### config.mk
export PLATFORM = sky130hd
export DESIGN_NAME = iq_frame_packer
export DESIGN_NICKNAME = d
export VERILOG_FILES = /design/src/rtl/iq_packer_pkg.sv /design/src/rtl/packer_ram.sv /design/src/rtl/iq_frame_packer.sv
export SDC_FILE = /design/constraint.sdc
export NUM_CORES = 2
export LEC_CHECK = 0
export CORE_ASPECT_RATIO = 0.75
export CORE_MARGIN = 8
export CORE_UTILIZATION = 35
export DETAILED_ROUTE_END_ITERATION = 8
export REMOVE_ABC_BUFFERS = 1
export SYNTH_ARGS = -nofsm -noshare
export SYNTH_HDL_FRONTEND = slang
export SYNTH_SLANG_ARGS = --single-unit
### constraint.sdc
create_clock -name aclk -period 9.97 [get_ports aclk]
set_input_delay 1.994 -clock aclk [delete_from_list [all_inputs] [get_ports aclk]]
set_output_delay 1.994 -clock aclk [all_outputs]
set_load 0.005 [all_outputs]
### src/rtl/iq_packer_pkg.sv
// Shared types and constants for the IQ frame packer.
// Optional frame header is enabled by defining PACKER_HEADER_EN.
package iq_packer_pkg;

  typedef enum logic [1:0] {
    IDLE    = 2'd0,
    ACCEPT  = 2'd1,
    DISCARD = 2'd2
  } pk_state_e;

  localparam logic [15:0] SYNC_WORD = 16'hA5C3;

`ifdef PACKER_HEADER_EN
  localparam int HDR_WORDS = 1;
`else
  localparam int HDR_WORDS = 0;
`endif

  function automatic int frame_words(input int num_chans);
    return num_chans + HDR_WORDS;
  endfunction

endpackage

### src/rtl/packer_ram.sv
// Simple dual-port RAM: one write port, one read port with registered output.
module packer_ram #(
  parameter int WIDTH      = 33,
  parameter int ADDR_WIDTH = 6
) (
  input  logic                  aclk,
  input  logic                  we,
  input  logic [ADDR_WIDTH-1:0] waddr,
  input  logic [WIDTH-1:0]      wdata,
  input  logic                  re,
  input  logic [ADDR_WIDTH-1:0] raddr,
  output logic [WIDTH-1:0]      rdata
);

  logic [WIDTH-1:0] mem [2**ADDR_WIDTH];

  always_ff @(posedge aclk) begin
    if (we) mem[waddr] <= wdata;
    if (re) rdata <= mem[raddr];
  end

endmodule

### src/rtl/iq_frame_packer.sv
// Packs IQ sample pairs into 32-bit words, admits/drops whole frames, streams them out on AXI4-Stream.
// Define PACKER_HEADER_EN to prepend a {SYNC_WORD, frame_cnt} header word to every frame.
module iq_frame_packer
  import iq_packer_pkg::*;
#(
  parameter int SAMP_WIDTH = 16,
  parameter int NUM_CHANS  = 13,
  parameter int ADDR_WIDTH = 6
) (
  input  logic                    aclk,
  input  logic                    areset,
  input  logic [SAMP_WIDTH-1:0]   in_data,
  input  logic                    in_vld,
  input  logic                    in_first,
  output logic [2*SAMP_WIDTH-1:0] m_axis_tdata,
  output logic                    m_axis_tvalid,
  input  logic                    m_axis_tready,
  output logic                    m_axis_tlast,
  output logic [15:0]             drop_cnt,
  output logic [15:0]             sync_err_cnt,
  output logic [ADDR_WIDTH:0]     fill
);

  localparam int PW        = ADDR_WIDTH + 1;
  localparam int WW        = 2*SAMP_WIDTH + 1;
  localparam int LAST_SLOT = 2*NUM_CHANS - 1;
  localparam int SLOT_W    = $clog2(2*NUM_CHANS);
  localparam logic [PW-1:0] DEPTH = PW'(2**ADDR_WIDTH);
  localparam logic [PW-1:0] FW    = PW'(frame_words(NUM_CHANS));
  localparam logic [PW-1:0] HDR   = PW'(HDR_WORDS);

  function automatic logic [15:0] sat_inc(input logic [15:0] v);
    return (v == 16'hFFFF) ? v : v + 16'd1;
  endfunction

  pk_state_e             state;
  logic [SLOT_W-1:0]     slot;
  logic [PW-1:0]         wr_ptr, cmt_ptr, rd_ptr, fch_ptr;
  logic [15:0]           frame_cnt;
  logic [SAMP_WIDTH-1:0] real_p0;
  logic [PW-1:0]         free;
  logic                  admit, last_slot;
  logic                  wr_en;
  logic [ADDR_WIDTH-1:0] wr_addr;
  logic [WW-1:0]         wr_word, ram_q;
  logic                  ram_vld, fetch, out_load;

  assign free      = DEPTH - (cmt_ptr - rd_ptr);
  assign admit     = (free >= FW);
  assign last_slot = (slot == SLOT_W'(LAST_SLOT));
  assign fill      = cmt_ptr - rd_ptr;

  // Stage p0: hold the real sample until its imag partner arrives
  always_ff @(posedge aclk) begin
    if (in_vld) real_p0 <= in_data;
  end

  always_comb begin
    wr_en   = 1'b0;
    wr_addr = wr_ptr[ADDR_WIDTH-1:0];
    wr_word = {1'b0, in_data, real_p0};
    if (in_vld && !in_first && state == ACCEPT && slot[0]) begin
      wr_en   = 1'b1;
      wr_word = {last_slot, in_data, real_p0};
    end
`ifdef PACKER_HEADER_EN
    // Header goes at the committed pointer: any partial frame is being rolled back
    if (in_vld && in_first && admit) begin
      wr_en   = 1'b1;
      wr_addr = cmt_ptr[ADDR_WIDTH-1:0];
      wr_word = WW'({1'b0, SYNC_WORD, frame_cnt});
    end
`endif
  end

  always_ff @(posedge aclk or posedge areset) begin
    if (areset) begin
      state        <= IDLE;
      slot         <= '0;
      wr_ptr       <= '0;
      cmt_ptr      <= '0;
      frame_cnt    <= '0;
      drop_cnt     <= '0;
      sync_err_cnt <= '0;
    end else if (in_vld) begin
      if (in_first) begin
        if (state == ACCEPT) sync_err_cnt <= sat_inc(sync_err_cnt);
        slot <= SLOT_W'(1);
        if (admit) begin
          state  <= ACCEPT;
          wr_ptr <= cmt_ptr + HDR;
        end else begin
          state    <= DISCARD;
          wr_ptr   <= cmt_ptr;
          drop_cnt <= sat_inc(drop_cnt);
        end
      end else if (state != IDLE) begin
        if (last_slot) begin
          state <= IDLE;
          slot  <= '0;
          if (state == ACCEPT) begin
            wr_ptr    <= wr_ptr + PW'(1);
            cmt_ptr   <= wr_ptr + PW'(1);
            frame_cnt <= frame_cnt + 16'd1;
          end
        end else begin
          slot <= slot + SLOT_W'(1);
          if (state == ACCEPT && slot[0]) wr_ptr <= wr_ptr + PW'(1);
        end
      end
    end
  end

  packer_ram #(
    .WIDTH      (WW),
    .ADDR_WIDTH (ADDR_WIDTH)
  ) u_ram (
    .aclk  (aclk),
    .we    (wr_en),
    .waddr (wr_addr),
    .wdata (wr_word),
    .re    (fetch),
    .raddr (fch_ptr[ADDR_WIDTH-1:0]),
    .rdata (ram_q)
  );

  // Stage p1/p2: RAM output register feeds the output register; only committed words are fetched
  assign out_load = ram_vld && (!m_axis_tvalid || m_axis_tready);
  assign fetch    = (fch_ptr != cmt_ptr) && (!ram_vld || out_load);

  always_ff @(posedge aclk or posedge areset) begin
    if (areset) begin
      fch_ptr       <= '0;
      rd_ptr        <= '0;
      ram_vld       <= 1'b0;
      m_axis_tvalid <= 1'b0;
      m_axis_tdata  <= '0;
      m_axis_tlast  <= 1'b0;
    end else begin
      if (fetch) fch_ptr <= fch_ptr + PW'(1);
      if (fetch) ram_vld <= 1'b1;
      else if (out_load) ram_vld <= 1'b0;
      if (out_load) begin
        m_axis_tvalid <= 1'b1;
        {m_axis_tlast, m_axis_tdata} <= ram_q;
      end else if (m_axis_tready) begin
        m_axis_tvalid <= 1'b0;
      end
      if (m_axis_tvalid && m_axis_tready) rd_ptr <= rd_ptr + PW'(1);
    end
  end

endmodule

Word level (Yosys, flattened, before mapping)
Memory sizes are Yosys's and may differ from the RTL's. A register that Yosys moved wholly into a read port is not among the register bits.
Cells that the tools add are included.
Widths: inputs -> output; s select.
{"block": "op_classes", "addsub": 8, "n_lt_le_gt_ge": 1, "n_eq_ne": 6, "muxes": 20, "bitwise_logic": 4, "reduce_logical": 24}
{"op": "$mux 7", "count": 5}
{"op": "$mux 33", "count": 1}
{"op": "$add 16x1->16 const B", "count": 2}
{"op": "$eq 16x16->1 const B", "count": 2}
{"op": "$add 7x1->7 const B", "count": 3}
{"op": "$mux 5", "count": 3}
{"op": "$reduce_and 4->1", "count": 3}
{"op": "$reduce_bool 2->1", "count": 5}
{"op": "$mux 2", "count": 4}
{"op": "$ge 7x4->1 const B", "count": 1}
{"op": "$logic_and 1x1->1", "count": 7}
{"op": "$mux 1", "count": 7}
{"op": "$ne 7x7->1", "count": 1}
{"op": "$sub 7x7->7", "count": 1}
{"op": "$sub 7x7->7 const A", "count": 1}
{"op": "$add 5x1->5 const B", "count": 1}
{"op": "$eq 5x5->1 const B", "count": 1}
{"op": "$reduce_and 5->1", "count": 1}
{"op": "$not 1->1", "count": 4}
{"op": "$logic_not 1->1", "count": 3}
{"op": "$ne 3x2->1 const B", "count": 1}
{"op": "$reduce_and 3->1", "count": 1}
{"op": "$reduce_bool 3->1", "count": 1}
{"op": "$eq 2x1->1 const B", "count": 1}
{"op": "2 further kinds", "count": 3}
{"block": "totals", "register_bits": 118, "ramBits": 2112, "input_bits": 21, "output_inout_bits": 73, "elab_cells": 77, "memories": 1}
{"memory": "u_ram.mem", "words": 64, "width": 33, "rd": 1, "rd_ports_with_merged_regs": 1, "write_ports": 1, "line": "packer_ram.sv:15", "rtl": "logic [WIDTH-1:0] mem [2**ADDR_WIDTH];"}

Depth between registers and ports, before layout
{"block": "depth", "depth_word": 7, "mapped_depth": 13, "ltp_nobuf": 13}

Cells and area by module
A second synthesis with hierarchy kept.
{"block": "unflattened", "hier_cells": 4063, "area_unflattened_um2": 86939.6}
{"mod": "packer_ram", "n_inst": 1, "cells_per_inst": 3598, "area_per_inst_um2": 81523.2, "seq_area_each_um2": 64411.8}
{"mod": "iq_frame_packer", "n_inst": 1, "cells_per_inst": 465, "area_per_inst_um2": 5416.4, "seq_area_each_um2": 3032.9}

Worst setup path before layout
Ideal clock, no wire load.
{"block": "synth_path", "kind": "input port to flip-flop", "startpoint": "input in_vld", "endpoint": "memory u_ram.mem[62][0], enable pin", "setup_ns": 0.423, "arrival_time_ns": 4.346, "required_time_ns": 9.547, "setup_slack_ns": 5.201, "stages": 6, "path_buffers": 1, "path_cell_list": "clkbuf_1 > and3b_1 > nand2_1 > nor2_1 > nand3_1 > nor2_1"}
{"block": "synth_between", "elab_chain_len": 6}
{"item": "from (decl)", "line": "iq_frame_packer.sv:13", "rtl": "input logic in_vld,"}
{"item": "$logic_and 1x1->1 (3 in a row)", "line": "iq_frame_packer.sv:62", "rtl": "if (in_vld && !in_first && state == ACCEPT && slot[0]) begin"}
{"item": "$mux 1", "line": "iq_frame_packer.sv:62"}
{"item": "$mux 1", "line": "packer_ram.sv:18", "rtl": "if (we) mem[waddr] <= wdata;"}
{"item": "$mux 1 (not written as such)", "line": "packer_ram.sv:18"}
{"item": "to (decl)", "line": "packer_ram.sv:15"}
No other way between the ends.

Worst setup path after layout
{"block": "layout_path", "startpoint": "register cmt_ptr[0]", "endpoint": "output fill[6]"}
{"block": "layout_between", "elab_chain_len": 1}
{"item": "from (decl)", "line": "iq_frame_packer.sv:38", "rtl": "logic [PW-1:0] wr_ptr, cmt_ptr, rd_ptr, fch_ptr;"}
{"item": "from (signal assigned)", "line": "iq_frame_packer.sv:103", "rtl": "cmt_ptr <= wr_ptr + PW'(1);"}
{"item": "$sub 7x7->7", "line": "iq_frame_packer.sv:51", "rtl": "assign fill = cmt_ptr - rd_ptr;"}
{"item": "to (decl)", "line": "iq_frame_packer.sv:21", "rtl": "output logic [ADDR_WIDTH:0] fill"}
No other way between the ends.

==> impl_metrics.csv <==
group,metric,value,unit
power_and_ir_drop,power_switching,0.00797,W
sta,clock.fmax,182,MHz
synthesis,synth_cell_types,61,
cts,cts_root_buf,"clkbuf_16",
power_and_ir_drop,p_total,0.0263,W
finish,drive_gt1_frac,0.295,
synthesis,ys_seq_area_frac,0.776,
placement,place.port_buffers,93,
setup_path,end_kind,"output pin",
synthesis,yosys_warnings,0,
route,drtIter0Drc,5587,
hold_path,worstHoldStart,"u_ram.rdata[4]",
cts,cts_tree,"done",
synthesis,avgSynthCellArea,23.6,sq um
power_and_ir_drop,internal_power,0.0184,W
route,first_pass_iters,6,
sta,skew,0.0598,ns
setup_path,r2r-start,"fch_ptr[0]",
setup_path,critPathLaunchType,"register",
synthesis,synth_edf_count,2161,
die,initial_utilization,0.352,
setup_path,r2r_end,"u_ram.rdata[30]",
run,maxCapViolations,0,
hold_path,hold_path_end,"m_axis_tdata[4]",
finish,nNetsFinal,3947,
synthesis,yosys_most_used_dff,"edfxtp_1",
power_and_ir_drop,clkPwrFrac,0.295,
sta,slew_headroom,0.126,
setup_path,reg2reg_depth,6,
die,io_pins,94,
cts,cts_setup_buffers,0,
global_route,first_global_vias,39189,
sta,setup_viol,0,
global_route,grt_use_total,0.164,
sta,worst_pin_slew,1.31,ns
cts,cts_buffers,211,
sta,drv_slew,0,
power_and_ir_drop,powerDensity,266,mW/mm^2
cts,ctsLongestPathBuffers,4,
power_and_ir_drop,vdd_drop_max,0.000212,V
setup_path,cp.arrival,3.50,ns
synthesis,ys_ff_latch,2263,
hold_path,hold_depth,1,
finish,area_growth,13.9,%
route,drc,0,
synthesis,synthCells,3687,
die,coreArea,0.247,sq mm
power_and_ir_drop,comb_power_share,0.280,
cts,cts_resized,0,
finish,final_util,0.401,
placement,place.gp.congestion,0.778,
synthesis,syn_area,0.0869,sq mm
cts,clk_latency,0.85,ns
route,wl_per_cell,30.1,um
synthesis,async_reset_ff_frac,0.0451,
cts,cts_max_level,4,
global_route,grt_pass1_wl,312,mm
sta,rsz0062_at_grt,"no",
power_and_ir_drop,p_leak,30.5,nW
die,die_x,592,um
setup_path,worst_ep_required_time,7.98,ns
route,vias_per_cell,5.44,
cts,cts_num_sinks,2263,
setup_path,ff2ff_setup_slack,5.52,ns
die,die_h,448,um
placement,place_hpwl,130,mm
setup_path,critPathKind,"reg2out",
cts,path_clk_slew,0.06,ns
cts,hold_buffers,0,
run_status,outcome,"finished clean",
route,ant_nets,0,
hold_path,holdCritPathClass,"reg2reg",
die,rows,158,
sta,fin_crit_sh,0.551,
global_route,globalRouteOverflowTotal,0,
die,fp.dieArea,0.265,sq mm
sta,final_hold_viol_count,0,
global_route,grt_max_degree,115,
sta,min_period,5.49,ns
route,vias,40035,
setup_path,path_max_fanout,4,
route,routed_wl,222,mm
power_and_ir_drop,p_sw_frac,0.303,
power_and_ir_drop,power_frac_seq,0.424,
global_route,antenna_found_initial,26,
==> stage by stage <==
stage / hold WS (ns) / worst slack (ns) / TNS, ns / area, sq um / instances
6_report: 0.476 / 4.48 / 0 / 99100 / 7365
5_1_grt: 0.486 / 4.24 / 0 / 99100 / 7358
4_1_cts: 0.479 / 4.43 / 0 / 99100 / 7358
3_5_place_dp: 0.464 / 4.03 / 0 / 92500 / 6977
2_1_floorplan: 0.438 / -12.68 / -875.95 / 86100 / 3497
3_3_place_gp: 0.460 / 4.01 / 0 / 92500 / 6977
==> worst max-delay path by stage <==
stage	from	end	slack, ns	depth (start not counted)
floorplan	fch_ptr[0]	fch_ptr[5]	-12.68	7
global placement	in_first	u_ram.mem[28][17]	4.01	7
detailed placement	in_first	u_ram.mem[58][13]	4.03	7
CTS	cmt_ptr[0]	fill[6]	4.43	10
global route	cmt_ptr[0]	fill[6]	4.24	10
finish	cmt_ptr[0]	fill[6]	4.48	10
==> synth_stat cells (2+ instances only) <==
master,number,area share
a22oi_1,2,0.00017
inv_1,18,0.00078
a211oi_1,43,0.0037
mux4_2,653,0.17
ha_1,15,0.0022
dfrtp_1,102,0.029
nor3b_1,3,0.00026
xnor2_1,34,0.0034
o21ai_0,27,0.0016
a21oi_1,47,0.0027
nand3b_1,8,0.00069
nor4_2,3,0.00043
clkbuf_1,81,0.0035
and4_1,3,0.00030
nor2_1,86,0.0037
edfxtp_1,2161,0.75
mux2_1,2,0.00026
and3b_1,3,0.00030
o21bai_1,2,0.00017
a31oi_1,3,0.00022
buf_1,23,0.00099
xnor2_2,2,0.00037
buf_4,6,0.00052
nand2_1,42,0.0018
nor3_1,10,0.00058
mux2_2,37,0.0048
or3b_2,2,0.00020
nand4_1,10,0.00072
xor2_1,25,0.0025
nor4_1,2,0.00014
nand3_1,26,0.0015
buf_2,79,0.0045
mux2i_1,40,0.0046
o31ai_1,4,0.00035
and3_1,8,0.00058
nor2b_1,45,0.0032
nand2b_1,6,0.00043
==> state kept, by name, indices dropped and copies added, names as in the netlist <==
signal,count
real_p0,16
m_axis_tvalid,1
drop_cnt,16
ram_vld,1
u_ram.rdata,33
u_ram.mem,2112
rd_ptr,7
sync_err_cnt,16
wr_ptr,7
fch_ptr,7
slot,5
m_axis_tdata,32
cmt_ptr,7
m_axis_tlast,1
state,2
==> layer usage <==
layer	vias to the layer above	wire [um]	GRT usage	part of all wire
met5	-	11	0	0.000050
met3	270	23300	0.0509	0.10
met4	2	4890	0.0363	0.022
li1	16184	-	-	-
met2	1825	95900	0.234	0.43
met1	21754	97900	0.247	0.44
==> cell type report <==
type | count | area (sq um)
inverters | 18 | 72.6
fillers | 21435 | 148000
multi-input cells | 1216 | 19100
clock buffers | 252 | 5460
clock inverters | 129 | 1060
repair buffers | 200 | 1800
diodes | 7 | 17.5
well taps | 3280 | 4100
flip-flops and latches | 2263 | 67500
==> worst max-delay path, cell delays in order (launching register included) <==
cell and delay (ns):
dfrtp_1 0.44, inv_1 0.09, ha_1 0.17, inv_1 0.05, fa_1 0.42, a211oi_1 0.36, o31ai_1 0.12, a21oi_1 0.19
xnor2_1 0.29, inv_1 0.08, clkdlybuf4s50_1 0.46
==> cell families (layout without fill, tap and decap cells) <==
logic type / Yosys count / in the layout / share of synthesized area
AO/OA/AOI/OAI: 137 / 137 / 0.00996
AND/OR/NAND/NOR: 270 / 270 / 0.0164
other: 0 / 7 / 0
flip-flops: 2263 / 2263 / 0.776
buffers and inverters: 208 / 599 / 0.0105
multiplexers: 732 / 732 / 0.179
adder cells (fa/ha/maj): 16 / 16 / 0.00239
XOR/XNOR: 61 / 61 / 0.00632
==> power by group through the flow <==
stage	Clock (W)	Sequential [W]	Combinational (W)
2_1_floorplan	0	0.0119	0.00555
3_3_place_gp	0	0.0114	0.00744
3_5_place_dp	0	0.0114	0.00746
4_1_cts	0.00792	0.0112	0.00749
5_1_grt	0.00829	0.0112	0.00779
6_report	0.00778	0.0112	0.00739
==> layout by cell type, fill, tap and decap left out, drive strengths merged, types with 3 or more instances in the layout <==
cell	count
nor3b	4
clkbuf	252
dfrtp	102
a211oi	43
clkinv	101
a31oi	3
nand3	27
mux4	653
xor2	25
xnor2	36
clkdlybuf4s50	76
diode	7
bufinv	14
clkinvlp	8
o21ai	28
nor4	6
nor2	87
and3b	4
and4	3
o31ai	4
buf	124
inv	24
mux2i	40
edfxtp	2161
ha	15
nand2b	6
nand2	42
nand3b	9
and3	8
nor3	10
nand4	10
a21oi	47
mux2	39
nor2b	45
(Power assumes the default switching activity.)
